<file path="src/rtl/sr_latch_access_arbiter.sv">
// rtl/sr_latch_access_arbiter.sv - round-robin arbiter sequencing one gated SR latch
// Setup/gate/hold/readback sequencing with all outputs registered.
module sr_latch_access_arbiter #(
    parameter int N_REQ       = 4,
    parameter int HOLD_CYCLES = 2,
    parameter int CHK_TIMEOUT = 4,
    parameter int OW          = $clog2(N_REQ)
) (
    input  logic             clock,
    input  logic             reset_n,
    input  logic [N_REQ-1:0] req,
    input  logic [N_REQ-1:0] req_set,
    output logic [N_REQ-1:0] grant,
    output logic [N_REQ-1:0] done,
    output logic             err,
    output logic             busy,
    output logic [OW-1:0]    owner,
    output logic             latch_S,
    output logic             latch_R,
    output logic             latch_en,
    input  logic             latch_Qa,
    input  logic             latch_Qb
);

    typedef enum logic [2:0] {
        IDLE    = 3'd0,
        SETUP   = 3'd1,
        PULSE   = 3'd2,
        RELEASE = 3'd3,
        CHECK   = 3'd4,
        DONE    = 3'd5
    } state_t;

    state_t           state_q, state_d;
    logic [OW-1:0]    ptr_q, ptr_d;
    logic [OW-1:0]    owner_q, owner_d;
    logic             target_q, target_d;
    logic [3:0]       hold_cnt_q, hold_cnt_d;
    logic [3:0]       chk_cnt_q, chk_cnt_d;
    logic [N_REQ-1:0] grant_q, grant_d;
    logic [N_REQ-1:0] done_q, done_d;
    logic             err_q, err_d;
    logic             busy_q, busy_d;
    logic             latch_s_q, latch_s_d;
    logic             latch_r_q, latch_r_d;
    logic             latch_en_q, latch_en_d;

    logic [1:0]       rst_sync_q;
    logic             rst_n_s;
    logic             found;
    logic [OW-1:0]    win;
    logic [OW-1:0]    cand;
    int               base;
    logic             drive_sr;
    logic             readback_ok;

    // Assertion is immediate; release is retimed through two flops.
    always_ff @(posedge clock or negedge reset_n) begin
        if (!reset_n) begin
            rst_sync_q <= 2'b00;
        end else begin
            rst_sync_q <= {rst_sync_q[0], 1'b1};
        end
    end

    assign rst_n_s = rst_sync_q[1];

    always_comb begin
        found = 1'b0;
        win   = '0;
        cand  = '0;
        base  = (int'(ptr_q) < N_REQ) ? int'(ptr_q) : 0;
        for (int i = 0; i < N_REQ; i++) begin
            cand = OW'((base + i) % N_REQ);
            if (!found && req[cand]) begin
                found = 1'b1;
                win   = cand;
            end
        end
    end

    assign readback_ok = (latch_Qa == target_q) && (latch_Qb == !target_q);

    always_comb begin
        state_d    = state_q;
        ptr_d      = ptr_q;
        owner_d    = owner_q;
        target_d   = target_q;
        hold_cnt_d = hold_cnt_q;
        chk_cnt_d  = chk_cnt_q;
        err_d      = 1'b0;
        case (state_q)
            IDLE: begin
                if (found) begin
                    owner_d  = win;
                    target_d = req_set[win];
                    ptr_d    = OW'((int'(win) + 1) % N_REQ);
                    state_d  = SETUP;
                end
            end
            SETUP: begin
                hold_cnt_d = '0;
                state_d    = PULSE;
            end
            PULSE: begin
                if (hold_cnt_q == 4'(HOLD_CYCLES - 1)) begin
                    state_d = RELEASE;
                end else begin
                    hold_cnt_d = hold_cnt_q + 4'd1;
                end
            end
            RELEASE: begin
                chk_cnt_d = '0;
                state_d   = CHECK;
            end
            CHECK: begin
                if (readback_ok) begin
                    state_d = DONE;
                end else if (chk_cnt_q == 4'(CHK_TIMEOUT - 1)) begin
                    state_d = DONE;
                    err_d   = 1'b1;
                end else begin
                    chk_cnt_d = chk_cnt_q + 4'd1;
                end
            end
            DONE:    state_d = IDLE;
            default: state_d = IDLE;
        endcase

        // Outputs are derived from the next state so they register in step with it.
        busy_d   = (state_d != IDLE);
        grant_d  = '0;
        done_d   = '0;
        if (busy_d) begin
            grant_d[owner_d] = 1'b1;
        end
        if (state_d == DONE) begin
            done_d[owner_d] = 1'b1;
        end
        drive_sr   = (state_d == SETUP) || (state_d == PULSE) || (state_d == RELEASE);
        latch_s_d  = drive_sr & target_d;
        latch_r_d  = drive_sr & ~target_d;
        latch_en_d = (state_d == PULSE);
    end

    always_ff @(posedge clock or negedge rst_n_s) begin
        if (!rst_n_s) begin
            state_q    <= IDLE;
            ptr_q      <= '0;
            owner_q    <= '0;
            target_q   <= 1'b0;
            hold_cnt_q <= '0;
            chk_cnt_q  <= '0;
            grant_q    <= '0;
            done_q     <= '0;
            err_q      <= 1'b0;
            busy_q     <= 1'b0;
            latch_s_q  <= 1'b0;
            latch_r_q  <= 1'b0;
            latch_en_q <= 1'b0;
        end else begin
            state_q    <= state_d;
            ptr_q      <= ptr_d;
            owner_q    <= owner_d;
            target_q   <= target_d;
            hold_cnt_q <= hold_cnt_d;
            chk_cnt_q  <= chk_cnt_d;
            grant_q    <= grant_d;
            done_q     <= done_d;
            err_q      <= err_d;
            busy_q     <= busy_d;
            latch_s_q  <= latch_s_d;
            latch_r_q  <= latch_r_d;
            latch_en_q <= latch_en_d;
        end
    end

    assign grant    = grant_q;
    assign done     = done_q;
    assign err      = err_q;
    assign busy     = busy_q;
    assign owner    = owner_q;
    assign latch_S  = latch_s_q;
    assign latch_R  = latch_r_q;
    assign latch_en = latch_en_q;

endmodule

</file>
<file path="config.mk">
export PLATFORM = sky130hd
export DESIGN_NAME = sr_latch_access_arbiter
export DESIGN_NICKNAME = d
export VERILOG_FILES = /design/src/rtl/sr_latch_access_arbiter.sv
export SDC_FILE = /design/constraint.sdc
export NUM_CORES = 1
export LEC_CHECK = 0
export ABC_AREA = 0
export CAP_MARGIN = 40
export CORE_UTILIZATION = 35
export CTS_BUF_LIST = sky130_fd_sc_hd__clkbuf_8 sky130_fd_sc_hd__clkbuf_16
export CTS_CLUSTER_SIZE = 8
export DETAILED_ROUTE_END_ITERATION = 6
export PLACE_DENSITY = 0.59
export SLEW_MARGIN = 20
export SYNTH_ARGS = -nofsm -noshare
export SYNTH_HDL_FRONTEND = slang
export SYNTH_SLANG_ARGS = --single-unit
</file>
<file path="constraint.sdc">
create_clock -name clock -period 0.9 [get_ports clock]
set_clock_uncertainty 0.05 [all_clocks]
set_input_delay 0.135 -clock clock [delete_from_list [all_inputs] [get_ports clock]]
set_output_delay 0.135 -clock clock [all_outputs]
set_load 0.02 [all_outputs]
</file>
# [After elaboration in Yosys (flattened, before gate mapping)]
# Index checks and enable logic that the tools add are counted.
# Widths: inputs -> output; s select.
[word_totals] reg_bits=31 input_bits=12 output_inout_bits=15 elab_cells=102
[op_classes] addsub=6 magnitude_cmp=7 n_eq_ne=15 muxes=39 bitwise=3 n_reduce_logical=18
[op_table] operator="$mux 4" count=5
[op_table] operator="$lt 2x3->1 const B" count=6
[op_table] operator="$pmux 4 s2" count=2
[op_table] operator="$mux 1" count=15
[op_table] operator="$pmux 3 s5" count=1
[op_table] operator="$eq 3x2->1 const B" count=4
[op_table] operator="$mux 2" count=6
[op_table] operator="$mux 3" count=4
[op_table] operator="$bmux 1 s2" count=5
[op_table] operator="$add 4x1->4 const B" count=2
[op_table] operator="$eq 3x1->1 const B" count=2
[op_table] operator="$eq 3x3->1 const B" count=2
[op_table] operator="$ne 2x2->1 const B" count=3
[op_table] operator="$logic_and 1x1->1" count=5
[op_table] operator="$add 2x1->2 const B" count=2
[op_table] operator="$add 2x2->2 const B" count=2
[op_table] operator="$eq 4x1->1 const B" count=1
[op_table] operator="$eq 4x2->1 const B" count=1
[op_table] operator="$logic_not 1->1" count=4
[op_table] operator="$reduce_and 2->1" count=2
[op_table] operator="$reduce_bool 2->1" count=2
[op_table] operator="$logic_not 3->1" count=1
[op_table] operator="$reduce_and 3->1" count=1
[op_table] operator="$reduce_bool 3->1" count=1
[op_table] operator="6 further kinds" count=9

# [Longest topological paths before layout]
[depth] depth_word=19 mapped_depth=8 depth_no_buf=7

# [Worst setup path after synthesis]
# OpenSTA, ideal clock, no wires.
[synth_path] kind="register to register" start="register state_q[2]" end="register grant_q[0], in the netlist grant[0]" setup_time_ps=136 t_arrival_ps=1750 t_required_ps=714 setup_slack_ps=-1036 path_stages_with_launch=9 path_buffers=2 synth_period_minus_slack_ps=1936 cell_sequence="dfrtp_1 -> buf_6 -> or3_4 -> or2_0 -> buf_2 -> o31a_1 -> inv_2 -> or2_1 -> nor2_1"
[synth_via] elab_chain_len=7 elab_cells_between_ends=18 classes_between="order compare (2); eq/ne (4); mux (9); reduce/logical (3)"
[synth_lines] element="from (decl)" line_no="34" source="state_t state_q, state_d;"
[synth_lines] element="from (signal assigned)" line_no="162" source="state_q <= state_d;"
[synth_lines] element="$logic_not 3->1 *" line_no="92" source="case (state_q)"
[synth_lines] element="$mux 2 *" line_no="92"
[synth_lines] element="via owner_d[0]" line_no="36" source="logic [OW-1:0] owner_q, owner_d;"
[synth_lines] element="$lt 2x3->1 (not written as such) / $ge 2x1->1 (equally long branches)" line_no="135" source="grant_d[owner_d] = 1'b1;"
[synth_lines] element="$logic_and 1x1->1 (not written as such)" line_no="135"
[synth_lines] element="$mux 1 (not written as such)" line_no="135"
[synth_lines] element="$demux 1 s2 *" line_no="135"
[synth_lines] element="$mux 4 *" line_no="134" source="if (busy_d) begin"
[synth_lines] element="via grant_d[0]" line_no="40" source="logic [N_REQ-1:0] grant_q, grant_d;"
[synth_lines] element="to (signal assigned)" line_no="168" source="grant_q <= grant_d;"
[synth_lines] element="to (decl)" line_no="40"
# Mark *: on every way through the listed nets, which the timed path passes. The rest lies on a longest branch.
# A chain may end at the register's enable or synchronous reset.

# [Worst setup path in the final report]
[layout_path] start="register state_q[0]" end="register latch_r_q, in the netlist latch_R"
[layout_via] elab_chain_len=7 elab_cells_between_ends=18 classes_between="eq/ne (7); mux (6); bitwise (2); reduce/logical (3)"
[layout_lines] element="$mux 3" line_no="119" source="end else if (chk_cnt_q == 4'(CHK_TIMEOUT - 1)) begin"
[layout_lines] element="$mux 3" line_no="117" source="if (readback_ok) begin"
[layout_lines] element="$pmux 3 s5" line_no="92"
[layout_lines] element="$eq 3x1->1 / $eq 3x2->1 (equally long branches)" line_no="140" source="drive_sr = (state_d == SETUP) || (state_d == PULSE) || (state_d == RELEASE);"
[layout_lines] element="$logic_or 1x1->1 (2 in a row)" line_no="140"
[layout_lines] element="$and 1x1->1 *" line_no="142" source="latch_r_d = drive_sr & ~target_d;"
[layout_lines] element="via latch_r_d" line_no="45" source="logic latch_r_q, latch_r_d;"
[layout_lines] element="to (signal assigned)" line_no="173" source="latch_r_q <= latch_r_d;"
[layout_lines] element="to (decl)" line_no="45"
# Marks and branches as above.

==> summary.txt <==
Yosys
  – Post-synthesis sequential area ratio: 52.28%
  – Mux cell area share after synthesis: 1.349%
  – Post-Synth XOR/XNOR Area: 2.361%
  – Ys async rst share: 100.0%
  – Synthesized area: 1484 sq um
  – Simple logic cell fraction of the synthesized area: 25.89%
  – Largest family of logic cells by synthesized area: simple AND/OR/NAND/NOR gates
  – Compound-gate portion of the synthesized area: 12.14%
  – Post-synth cell types: 48
  – Cell count after synthesis: 147
  – Synth Flop Type: dfrtp_1
  – Yosys reg bits: 31
  – Post-synth EDFFs: 0
  – Syn Nets: 162
  – Top-area cell type share of the netlist area: 52.28%
  – Area share of fa/ha/maj cells after synthesis: 2.530%
  – Main area contributors after synthesis: dfrtp_1, nor2_1, nand2_1
  – Synth warnings: 0
  – Syn avg cell area: 10.09 sq um
  – Yosys top cell by area: dfrtp_1

Run
  – Total of max-cap violations: 0

Timing
  – Final period utilization: 203.0%
  – Final-report hold violation count: 0
  – Setup slack after layout: -0.9267 ns
  – RSZ-0062 raised after global routing: true
  – Maximum clock frequency: 0.5474 GHz
  – Fin. max-slew vios: 0
  – Setup violators final: 44
  – Final min period: 1.827 ns
  – Setup TNS: -22.09 ns

Route
  – Final wirelength: 4317 um
  – Wirelength per Cell: 15.47 um
  – Initial drt markers: 31
  – Router iterations before antenna repair: 4
  – Final ANT Viol Nets: 0
  – DRC Markers: 0
  – Vias: 1,414
  – Drt via density: 5.068

Critical path
  – Setup crit end kind: register
  – Crit path capture: latch_R
  – R2R depth: 5
  – R2r setup slk: -0.93 ns
  – Largest stage delay on the critical path: 0.41 ns
  – Worst setup startpoint: state_q[0]
  – Worst r2r src: state_q[0]
  – FF-to-FF End: latch_R
  – CP Max Fanout: 3
  – Crit path DAT: 1.95 ns
  – CP max-delay cell: or3_4
  – Critical path launch point type: register
  – Setup CP Type: reg2reg
  – CP required: 1.02 ns
  – CP Cell Sequence: or3_4 -> or2_4 -> buf_6 -> a211o_4 -> and4b_1

Die
  – # IOs: 27
  – Rows: 23
  – Starting Density: 36.83%
  – Core box area: 4029 sq um
  – Die height: 67.12 um
  – Die Wd: 67.12 um
  – Die ar.: 4504 sq um

Clocking
  – Clk sinks: 31
  – CTS Buf Count: 5
  – H-tree depth: 2
  – Worst skew pair latency: 0.29 ns
  – Clk Tree Root Cell: clkbuf_8
  – Reg clk slew, reported paths: 0.07 ns
  – Clock buffer depth: 2
  – CTS tree: yes

Pwr
  – Total chip power: 9.440 mW
  – Pwr/cell area: 3506 nW/um^2
  – Leak: 1.274 nW
  – Peak VDD IR: 1.929 mV

Global route
  – Number of global-route vias before repair: 1,432
  – First-pass GRT wire length: 6423 um
  – Initial antenna violation count: 0
  – Gr usage total: 19.75%
  – Largest net degree at the start of global routing: 30
  – Grt ovf: 0

Cells and area
  – Fin cells: 279
  – Layout cells sized above 1: 58.08%
  – Final #Nets: 243
  – N_diodes: 0
  – Area delta synth->final: 81.45%

Placed design
  – PortBufs: 26
  – Placer congestion estimate: 0.8263
  – Placed Instances: 260
  – Final HPWL DP: 2823 um
  – Post-Place Worst Slack: -1.144 ns

Status
  – Outcome: finished, violations left
  – Failing checks: setup timing

Worst hold path
  – Hold WC Path Type: reg2async
-- cell usage after synthesis (all sizes together) (2+ instances only) --
| cell type | count |
|---|---|
| a31oi | 2 |
| nand2 | 15 |
| buf | 3 |
| and3 | 3 |
| dfrtp | 31 |
| a2bb2oi | 2 |
| nor3b | 6 |
| nand2b | 3 |
| inv | 6 |
| nor3 | 7 |
| ha | 3 |
| nor2 | 17 |
| xor2 | 2 |
| a21boi | 2 |
| or2 | 2 |
| nand3 | 5 |
| o21ai | 9 |
| or3 | 3 |
| a21oi | 2 |
| mux2i | 2 |
| xnor2 | 2 |
| a21o | 2 |
-- routing by layer --
| metal | up-vias | track usage (%) | wire [um] |
|---|---|---|---|
| li1 | 676 | - | - |
| met1 | 689 | 22.58 | 1647 |
| met2 | 34 | 34.75 | 2397 |
| met3 | 15 | 4.110 | 118 |
| met4 | 0 | 9.309 | 155 |
| met5 | - | 0 | 0 |
-- repair_timing --
action,4_1_cts,5_1_grt
setup endpoints to repair,44,44
pin swaps,15,22
hold endpoints to repair,2,0
setup buffers,4,7
resized for setup,132,37
hold buffers,1,0
-- worst max-delay path: cells and delay by family, from the launching register on --
kind,cells,cell delay [ns]
DFF,1,0.39
buffers and inverters,1,0.12
and+or+nand+nor,3,0.86
AOI/OAI and AO/OA,1,0.29
-- cell usage in the layout (no fill, tap or decap), types with 2 or more instances in the layout --
cell type / netlist / layout
dfrtp_1: 31 / 28
inv_1: 5 / 3
nand2_4: 0 / 2
a21o_1: 2 / 2
nor2_4: 0 / 2
inv_2: 1 / 3
and3_1: 3 / 3
nor3_4: 0 / 2
clkdlybuf4s50_1: 0 / 8
buf_6: 1 / 27
o21ai_1: 1 / 3
nand2_2: 0 / 4
nor3_2: 0 / 3
nor2_2: 0 / 2
clkbuf_8: 0 / 6
a2bb2oi_2: 0 / 2
buf_4: 0 / 38
nor2_1: 17 / 13
nand2_1: 15 / 9
ha_4: 0 / 2
nor3b_2: 0 / 4
dlymetal6s2s_1: 0 / 3
nor3b_4: 0 / 2
nand3_2: 0 / 2
o21ai_2: 0 / 5
nand3_1: 5 / 3
xor2_1: 2 / 2
a21oi_2: 0 / 2
dfrtp_2: 0 / 3
nor3_1: 7 / 2
-- logic make-up (layout without fill, tap and decap cells) --
| kind of cell | count (synthesis) | in the layout |
|---|---|---|
| DFF | 31 | 31 |
| other | 1 | 1 |
| xor gates and xnor gates | 4 | 4 |
| muxes | 2 | 2 |
| and+or+nand+nor | 69 | 69 |
| buffers and inverters | 10 | 92 |
| AOI/OAI and AO/OA | 27 | 27 |
| adders and majority gates | 3 | 3 |
-- flip-flops by register name, summed over array words and instances (netlist names) --
name,count
chk_cnt_q,4
done,4
grant,4
hold_cnt_q,4
state_q,3
owner,2
ptr_q,2
rst_sync_q,2
busy,1
err,1
latch_R,1
latch_S,1
latch_en,1
target_q,1
-- where the power goes --
group,leakage (nW),internal [mW],switching (mW)
combinational,0.813,3.11,2.73
sequential,0.400,1.83,0.366
clock,0.0612,0.895,0.520
total,1.27,5.83,3.61
-- layout make-up --
type / instances / area [sq um]
fillers: 307 / 1336
multi-input cells: 106 / 973.4
flip-flops and latches: 31 / 779.5
repair buffers: 78 / 737.0
clock buffers: 6 / 82.58
well taps: 50 / 62.56
clock inverters: 2 / 35.03
inverters: 6 / 22.52
-- how the worst min path moves through the flow --
stage | start | to
global placement | rst_sync_q[1] | latch_en
floorplan | reset_n | rst_sync_q[0]
detailed placement | rst_sync_q[1] | latch_en
CTS | rst_sync_q[1] | latch_en
global route | rst_sync_q[1] | hold_cnt_q[1]
finish | rst_sync_q[1] | latch_en
-- per-stage QoR --
stage	utilization, %	hold WS (ns)	area (sq um)
after floorplan	-	-0.2106	1530
after global routing	66.83	0.1918	2693
after CTS	61.61	0.1800	2482
after global placement	53.14	0.1647	2141
after detailed placement	53.14	0.1700	2141
final	66.83	0.1641	2693
No activity file was read; power rests on OpenSTA's default activity.
